==> config.mk <==
export PLATFORM = sky130hd
export DESIGN_NAME = sync_fifo_param
export DESIGN_NICKNAME = d
export VERILOG_FILES = /design/src/rtl/sync_fifo_pkg.sv /design/src/rtl/sync_fifo_mem.sv /design/src/rtl/sync_fifo_param.sv
export SDC_FILE = /design/constraint.sdc
export NUM_CORES = 1
export LEC_CHECK = 0
export CAP_MARGIN = 20
export CORE_AREA = 4 4 123 125
export DETAILED_ROUTE_END_ITERATION = 12
export DIE_AREA = 0 0 127 129
export PLACE_DENSITY = 0.42
export SYNTH_ARGS = -nofsm -noshare
export SYNTH_HDL_FRONTEND = slang
export SYNTH_SLANG_ARGS = --single-unit
==> constraint.sdc <==
create_clock -name clk -period 2.82 [get_ports clk]
set_input_delay 0.564 -clock clk [delete_from_list [all_inputs] [get_ports clk]]
set_output_delay 0.564 -clock clk [all_outputs]
set_load 0.1 [all_outputs]
==> src/rtl/sync_fifo_pkg.sv <==
// sync_fifo_pkg: shared sizing helpers and parameter legality checks for the parametrised FIFO
package sync_fifo_pkg;

    function automatic int ptr_w(input int depth);
        return $clog2(depth) + 1;
    endfunction

    function automatic bit depth_ok(input int depth);
        return depth >= 2 && (depth & (depth - 1)) == 0;
    endfunction

    function automatic bit levels_ok(input int depth, input int af_level, input int ae_level);
        return af_level >= 1 && af_level <= depth && ae_level >= 0 && ae_level <= depth - 1;
    endfunction

endpackage

==> src/rtl/sync_fifo_mem.sv <==
// sync_fifo_mem: DEPTH x DATA_W simple dual-port storage, synchronous write, asynchronous read
module sync_fifo_mem #(
    parameter int DATA_W = 8,
    parameter int DEPTH  = 8
) (
    input  logic                     clk,
    input  logic                     write_en,
    input  logic [$clog2(DEPTH)-1:0] write_addr,
    input  logic [DATA_W-1:0]        write_data,
    input  logic [$clog2(DEPTH)-1:0] read_addr,
    output logic [DATA_W-1:0]        read_data
);

    logic [DATA_W-1:0] mem [DEPTH];

    // Storage is never cleared; only accepted writes touch it
    always_ff @(posedge clk) begin
        if (write_en) mem[write_addr] <= write_data;
    end

    assign read_data = mem[read_addr];

endmodule

==> src/rtl/sync_fifo_param.sv <==
// sync_fifo_param: single-clock FIFO using all DEPTH slots, with occupancy, threshold flags and error pulses
module sync_fifo_param
    import sync_fifo_pkg::*;
#(
    parameter int DATA_W   = 8,
    parameter int DEPTH    = 8,
    parameter int AF_LEVEL = DEPTH - 1,
    parameter int AE_LEVEL = 1,
    parameter int FWFT     = 0
) (
    input  logic                   clk,
    input  logic                   reset,
    input  logic                   write_enable,
    input  logic [DATA_W-1:0]      data_in,
    input  logic                   read_enable,
    output logic [DATA_W-1:0]      data_out,
    output logic                   full,
    output logic                   empty,
    output logic                   almost_full,
    output logic                   almost_empty,
    output logic [$clog2(DEPTH):0] count,
    output logic                   overflow,
    output logic                   underflow
);

    localparam int PW = ptr_w(DEPTH);
    localparam int AW = PW - 1;

    if (!depth_ok(DEPTH)) begin : g_bad_depth
        $fatal(1, "sync_fifo_param: DEPTH must be a power of two >= 2");
    end
    if (!levels_ok(DEPTH, AF_LEVEL, AE_LEVEL)) begin : g_bad_levels
        $fatal(1, "sync_fifo_param: AF_LEVEL/AE_LEVEL out of range");
    end

    logic [PW-1:0]     write_ptr;
    logic [PW-1:0]     read_ptr;
    logic [DATA_W-1:0] mem_data;
    logic              wr_ok;
    logic              rd_ok;

    // The wrap bit distinguishes full from empty when the address bits coincide
    assign empty        = write_ptr == read_ptr;
    assign full         = write_ptr[AW-1:0] == read_ptr[AW-1:0] && write_ptr[AW] != read_ptr[AW];
    assign almost_full  = count >= PW'(AF_LEVEL);
    assign almost_empty = count <= PW'(AE_LEVEL);
    assign wr_ok        = write_enable && !full;
    assign rd_ok        = read_enable && !empty;

    sync_fifo_mem #(
        .DATA_W (DATA_W),
        .DEPTH  (DEPTH)
    ) u_mem (
        .clk        (clk),
        .write_en   (wr_ok),
        .write_addr (write_ptr[AW-1:0]),
        .write_data (data_in),
        .read_addr  (read_ptr[AW-1:0]),
        .read_data  (mem_data)
    );

    // Pointers, occupancy and one-cycle rejection pulses
    always_ff @(posedge clk) begin
        if (reset) begin
            write_ptr <= '0;
            read_ptr  <= '0;
            count     <= '0;
            overflow  <= 1'b0;
            underflow <= 1'b0;
        end else begin
            write_ptr <= write_ptr + PW'(wr_ok);
            read_ptr  <= read_ptr + PW'(rd_ok);
            count     <= count + PW'(wr_ok) - PW'(rd_ok);
            overflow  <= write_enable && full;
            underflow <= read_enable && empty;
        end
    end

    if (FWFT != 0) begin : g_fwft
        assign data_out = mem_data;
    end else begin : g_reg
        // Registered read: capture the head word on each accepted pop, hold otherwise
        always_ff @(posedge clk) begin
            if (reset) data_out <= '0;
            else if (rd_ok) data_out <= mem_data;
        end
    end

endmodule

==> results of run 1 <==
## cell type report
class                   count  area (um2)  area share [%]
clock buffers              10       229.0           5.335
flip-flops and latches     86        2362           55.04
repair buffers             41       360.3           8.397
multi-input cells          96        1046           24.37
inverters                   6       22.52          0.5248
well taps                 180       225.2           5.248
clock inverters             6       46.29           1.079
## sequential cells by signal, indices dropped and copies added, names as in the netlist
name	flops
read_ptr	4
u_mem.mem	64
data_out	8
underflow	1
count	4
write_ptr	4
overflow	1
## per-layer routing
metal  global-route usage [%]  vias up
met2                    13.76       31
met3                    2.615       15
met4                    5.868        0
li1                         -      849
met1                    12.60      902
met5                        0        -
## cells in the final DEF, fill, tap and decap left out, drive strengths merged
cell / Yosys / routed
and3b: 1 / 1
a22o: 8 / 8
nor4: 1 / 1
mux2: 8 / 8
clkinvlp: 0 / 2
buf: 6 / 30
or3: 1 / 1
xnor2: 5 / 5
clkdlybuf4s50: 0 / 11
o41a: 1 / 1
a21o: 1 / 1
dfxtp: 22 / 22
mux4: 16 / 16
fa: 1 / 1
ha: 10 / 10
clkinv: 0 / 2
nand2b: 4 / 4
o21ai: 1 / 1
nand2: 3 / 3
clkbuf: 1 / 10
edfxtp: 64 / 64
a21oi: 1 / 1
inv: 6 / 8
nor2: 15 / 15
nand3: 3 / 3
xor2: 6 / 6
nor2b: 7 / 7
nor3: 3 / 3
## worst register-to-register path, delay by kind of cell (launching register included)
family / cells / cell delay, ps
compound gates: 1 / 210
xor+xnor: 1 / 180
fa+ha+maj: 3 / 850
buf+inv: 1 / 60
flops: 1 / 470
simple gates: 2 / 580
## cells in the mapped netlist
cell type,number
nand2b_1,4
o41a_1,1
or3_1,1
nand2_1,3
a22o_1,8
nor2_2,1
edfxtp_1,64
ha_1,10
nor4_1,1
buf_6,2
dfxtp_1,22
a21o_1,1
xor2_1,6
nor3_1,3
nor2b_1,7
clkbuf_1,1
fa_1,1
xnor2_1,5
inv_1,5
o21ai_1,1
buf_12,1
and3b_1,1
buf_2,3
nor2_1,14
mux4_2,4
mux4_1,12
mux2_2,8
a21oi_1,1
inv_2,1
nand3_1,3
## path summary, 6_finish.rpt
path                                     to  slack [ps]  depth (start not counted)
worst min register to register  data_out[3]         490                          1
worst max-delay path               count[1]         360                          8
worst min-delay path            data_out[3]         490                          1
worst max register to register     count[1]         360                          8
## power by group through the flow
stage	Sequential [W]	Combinational (W)	Clock [W]
floorplan	0.00181	0.000570	0
global placement	0.00151	0.00111	0
detailed placement	0.00151	0.00111	0
CTS	0.00148	0.00111	0.00114
global route	0.00149	0.00116	0.00120
finish	0.00148	0.00109	0.00110
## cells by family (layout without fill, tap and decap cells)
kind of cell             Yosys count  after routing
buffers and inverters             13             63
flip-flops                        86             86
AO/OA/AOI/OAI                     12             12
multiplexers                      24             24
AND/OR/NAND/NOR                   38             38
XOR/XNOR                          11             11
adder cells (fa/ha/maj)           11             11
## through the flow
| step | hold slack, ps | setup WS, ps |
|---|---|---|
| 6_report | 487.4 | 363.1 |
| 3_3_place_gp | 469.5 | 365.0 |
| 2_1_floorplan | 537.7 | 258.4 |
| 5_1_grt | 512.3 | 191.8 |
| 4_1_cts | 488.7 | 353.2 |
| 3_5_place_dp | 473.0 | 345.7 |
==> run_results.csv, run 1 <==
group,metric,value,unit
routing,vias,1797,
die,die_h,129,um
clock_tree,path_clk_slew,60,ps
routing,wirelength,7.211,mm
synthesis,synth_adder_area_share,4.180,%
sta,drv_slew,0,
power,p_int,0.002391,W
clock_tree,hold_buffers,0,
final_layout,drive_gt1_share,25.31,%
synthesis,netlist_instances,195,
synthesis,synth.area.mux_share,14.27,%
final_layout,fillers,1389,
power,power_frac_clock,29.9,%
job,cap_viol_max_count,0,
worst_setup_path,required,3050,ps
routing,via_per_inst,4.228,
synthesis,avgSynthCellArea,17.81,um2
synthesis,synth_top_family_by_area,"multiplexers",
routing,met3_length,289,um
worst_setup_path,cpPeakStageDelay,470,ps
worst_setup_path,worstSetupStartpointType,"flop",
routing,drtIter0Drc,87,
power,p_sw,0.001277,W
final_layout,fin_util,30.92,%
sta,hold_viol,0,
global_route,grt_pass1_wl,11.13,mm
clock_tree,numCtsBuffers,9,
final_layout,area_delta_synth_final,23.60,%
clock_tree,clk_latency,340,ps
synthesis,ys_types,30,
clock_tree,cts_setup_buffers,0,
worst_setup_path,end_kind,"flop",
global_route,grt_overflow_total,0,
synthesis,syn_nets,218,
power,finalPower,0.003668,W
final_layout,antenna_cells,0,
place,port_buffers,29,
place,dp_cells,409,
worst_setup_path,path_common_cell,"ha_1",
worst_setup_path,critPathTopFamily,"adder cells",
routing,routed-wl-met2,3.261,mm
worst_setup_path,cpMaxStageDelayCell,"dfxtp_1",
die,fp.dieW,127,um
hold_path,min_path_type,"flop to flop",
worst_setup_path,setup.worst_path.class,"flop to flop",
final_layout,stdcell_area,4292,um2
run_status,status,"finished clean",
synthesis,synth-seq-cells,86,
global_route,grt_pass1_vias,1842,
global_route,grt_max_degree,19,
sta,fin_tns_setup,0,ps
power,switching_share,34.81,%
routing,drt-pass1-iter-count,4,
synthesis,yosys.area_share.simple,5.477,%
routing,drc,0,
worst_setup_path,crit_start,"write_ptr[2]",
final_layout,fin_nets,263,
clock_tree,cts_tree,"yes",
power,pwr-share-seq,40.4,%
power,vdd_drop_max,373.8,uV
place,place_area,4016,um2
synthesis,syn_area,3472,um2
synthesis,synthTopCellsByArea,"edfxtp_1, dfxtp_1, mux4_1",
worst_setup_path,worstPathMaxFanout,8,
die,rows,43,
global_route,antenna_found_initial,0,
final_layout,instances_no_fill,425,
sta,period_needed,2457,ps
routing,wl_met1,3.453,mm
synthesis,yosys_warnings,0,
clock_tree,h-tree-depth,3,
power,power.density,854.6,nW/um2
power,combPwrFrac,29.7,%
synthesis,yosysTopAreaCell,"edfxtp_1",
place,place_hpwl,4.475,mm
worst_setup_path,r2r-start,"write_ptr[2]",
sta,setup_viol,0,
synthesis,yosysTopAreaCellShare,55.35,%
die,coreArea,13880,um2
sta,slew_headroom,36.35,%
sta,skew,5.952,ps
hold_path,hold_start,"data_out[3]",
clock_tree,cts.path.max_buffers,2,
routing,wire_per_inst,16.97,um
die,die-area,16380,um2
clock_tree,cts.sinks,86,
die,io_pins,30,
synthesis,synth_xor_area_share,2.775,%
worst_setup_path,crit_path_cell_trace,"xor2_1 > or3_1 > o21ai_1 > ha_1 > inv_1 > ha_1 > fa_1 > nor2b_1",
clock_tree,ctsResizeCount,0,
worst_setup_path,crit_arrival,2690,ps
power,leakagePower,1.527,nW
sta,worstMarginPinSlew,951.3,ps
routing,antenna_left,0,
sta,rsz0062_at_grt,"false",
place,gp_congestion,0.7023,
routing,top_layer,"met4",
worst_setup_path,worst-path-buf-inv,1,
synthesis,yosysSeqAreaShare,68.04,%
clock_tree,root_buffer,"clkbuf_16",
synthesis,synth_compound_area_share,2.847,%
global_route,grt_use_total,9.492,%
die,start_util,25.01,%
sta,fmax,0.4070,GHz
sta,fin_crit_sh,87.13,%
Power figures use the tool's default switching activity.
==> inputs of run 2 (changes only) <==
--- a/config.mk
+++ b/config.mk
@@ -5,10 +5,12 @@
 export SDC_FILE = /design/constraint.sdc
 export NUM_CORES = 1
 export LEC_CHECK = 0
+export ABC_CLOCK_PERIOD_IN_PS = 2950
 export CAP_MARGIN = 20
 export CORE_AREA = 4 4 123 125
 export DETAILED_ROUTE_END_ITERATION = 12
 export DIE_AREA = 0 0 127 129
+export GPL_TIMING_DRIVEN = 0
 export PLACE_DENSITY = 0.42
 export SYNTH_ARGS = -nofsm -noshare
 export SYNTH_HDL_FRONTEND = slang
==> constraint.sdc (replaced) <==
create_clock -name clk -period 2.95 [get_ports clk]
set_input_delay 0.59 -clock clk [delete_from_list [all_inputs] [get_ports clk]]
set_output_delay 0.59 -clock clk [all_outputs]
set_load 0.1 [all_outputs]
==> run_results.csv, run 2 (synthesis gave the netlist of run 1 again) <==
group,metric,value,unit
run_status,status,"finished clean",
power,leakagePower,1.494,nW
die,rows,43,
sta,worstMarginPinSlew,1026,ps
worst_setup_path,end_kind,"primary output",
die,die_h,129,um
final_layout,layout_common_cells,"edfxtp_1, clkdlybuf4s50_1, dfxtp_1, nor2_1, mux4_1",
clock_tree,root_buffer,"clkbuf_16",
final_layout,top_regs,"u_mem.mem: 64 flops, data_out: 8 flops",
routing,wire_per_inst,16.78,um
routing,antenna_left,0,
final_layout,largest_register_ffs,64,
global_route,grt_pass1_wl,11.10,mm
routing,drc,0,
power,power.density,842.5,nW/um2
place,place_hpwl,4.552,mm
die,start_util,25.01,%
sta,hold_viol,0,
sta,fin_crit_sh,94.94,%
final_layout,regMostFlops,"u_mem.mem",
worst_setup_path,crit_path_cell_trace,"buf_2 > xor2_1 > or3_1 > nor2_1 > clkdlybuf4s15_2",
die,io_pins,30,
place,gp_congestion,0.6833,
clock_tree,cts.sinks,86,
sta,worst_hold_slack,476.4,ps
final_layout,fin_util,31.09,%
sta,slew_headroom,31.35,%
final_layout,antenna_cells,0,
global_route,grt_max_degree,17,
final_layout,fillers,1369,
final_layout,final_common_cell,"edfxtp_1",
worst_setup_path,worst-path-buf-inv,2,
worst_setup_path,critPathTopFamily,"buffers and inverters",
clock_tree,cts_setup_buffers,0,
clock_tree,numCtsBuffers,9,
die,die-area,16380,um2
sta,skew,7.210,ps
routing,drtIter0Drc,55,
clock_tree,h-tree-depth,3,
sta,rsz0062_at_grt,"false",
routing,wirelength,7.047,mm
job,cap_viol_max_count,0,
routing,via_per_inst,4.171,
routing,vias,1752,
routing,drt-pass1-iter-count,4,
sta,setup_viol,0,
final_layout,area_delta_synth_final,24.29,%
place,pre_cts_slack,-90.07,ps
place,port_buffers,29,
die,fp.dieW,127,um
sta,period_needed,2801,ps
clock_tree,cts.path.max_buffers,2,
global_route,grt_pass1_vias,1896,
clock_tree,clk_latency,340,ps
sta,fin_ws,149.1,ps
sta,fin_tns_setup,0,ps
global_route,grt_use_total,9.461,%
hold_path,min_path_type,"flop to flop",
worst_setup_path,crit_arrival,2210,ps
worst_setup_path,setup.worst_path.class,"flop to primary output",
clock_tree,path_clk_slew,60,ps
final_layout,drive_gt1_share,16.67,%
global_route,antenna_found_initial,0,
final_layout,fin_nets,258,
worst_setup_path,required,2360,ps
die,coreArea,13880,um2
worst_setup_path,cpMaxStageDelayCell,"clkdlybuf4s15_2",
worst_setup_path,cpPeakStageDelay,570,ps
worst_setup_path,worstSetupStartpointType,"flop",
sta,drv_slew,0,
worst_setup_path,worstPathMaxFanout,9,
clock_tree,cts_tree,"yes",
sta,fmax,0.3570,GHz
global_route,grt_overflow_total,0,
power,vdd_drop_max,442.5,uV
power,finalPower,0.003636,W
[run 2: cell types whose count changed in the layout (fill, tap and decap cells not counted), sizes merged, moves of 2 or more]
cell,before,now
buf,30,6
clkdlybuf4s50,11,27
clkinvlp,2,0
inv,8,10
[run 2: layout make-up]
| class | instances | area (um2) | share of cell area (%) |
|---|---|---|---|
| clock inverters | 7 | 77.57 | 1.798 |
| plain buffers | 7 | 61.31 | 1.421 |
| well taps | 180 | 225.2 | 5.219 |
| flip-flops and latches | 86 | 2362 | 54.74 |
| repair buffers | 29 | 290.3 | 6.727 |
| inverters | 6 | 22.52 | 0.5219 |
| clock buffers | 9 | 225.2 | 5.219 |
| multi-input cells | 96 | 1051 | 24.35 |
[run 2: metal layers]
metal / wire [um] / track usage (%)
met1: 3385 / 12.40
met2: 3308 / 14.76
met4: 136 / 4.921
met3: 216 / 2.076
met5: 0 / 0
[run 2: timing repair]
action / CTS / global route
hold buffers: 0 / 0
resized for setup: 4 / 0
endpoints found under the setup margin: 2 / 0
[run 2: where the power goes]
part	switching [W]	leakage, nW	internal, W	total [W]
Sequential	0.0000412	0.761	0.00137	0.00141
Combinational	0.000710	0.580	0.000350	0.00106
Clock	0.000494	0.153	0.000668	0.00116
[run 2: path summary, 6_finish.rpt]
path,from,to,slack [ps],cells past startpoint
hold / removal,data_out[6],data_out[6],480,1
hold reg to reg,data_out[6],data_out[6],480,1
setup reg to reg,read_ptr[1],u_mem.mem[6][2],300,7
setup / recovery,read_ptr[1],full,150,5
[run 2: worst reg2reg max path, delay by kind of cell (launching register included)]
kind	cells	cell delay [ps]
xor+xnor	1	350
compound gates	1	110
buf+inv	2	350
simple gates	3	1120
flops	1	340
[run 2: through the flow]
step | std cells | area, um2
6_report | 420 | 4315
3_5_place_dp | 404 | 4013
2_1_floorplan | 195 | 3487
4_1_cts | 420 | 4315
5_1_grt | 420 | 4315
3_3_place_gp | 404 | 4003
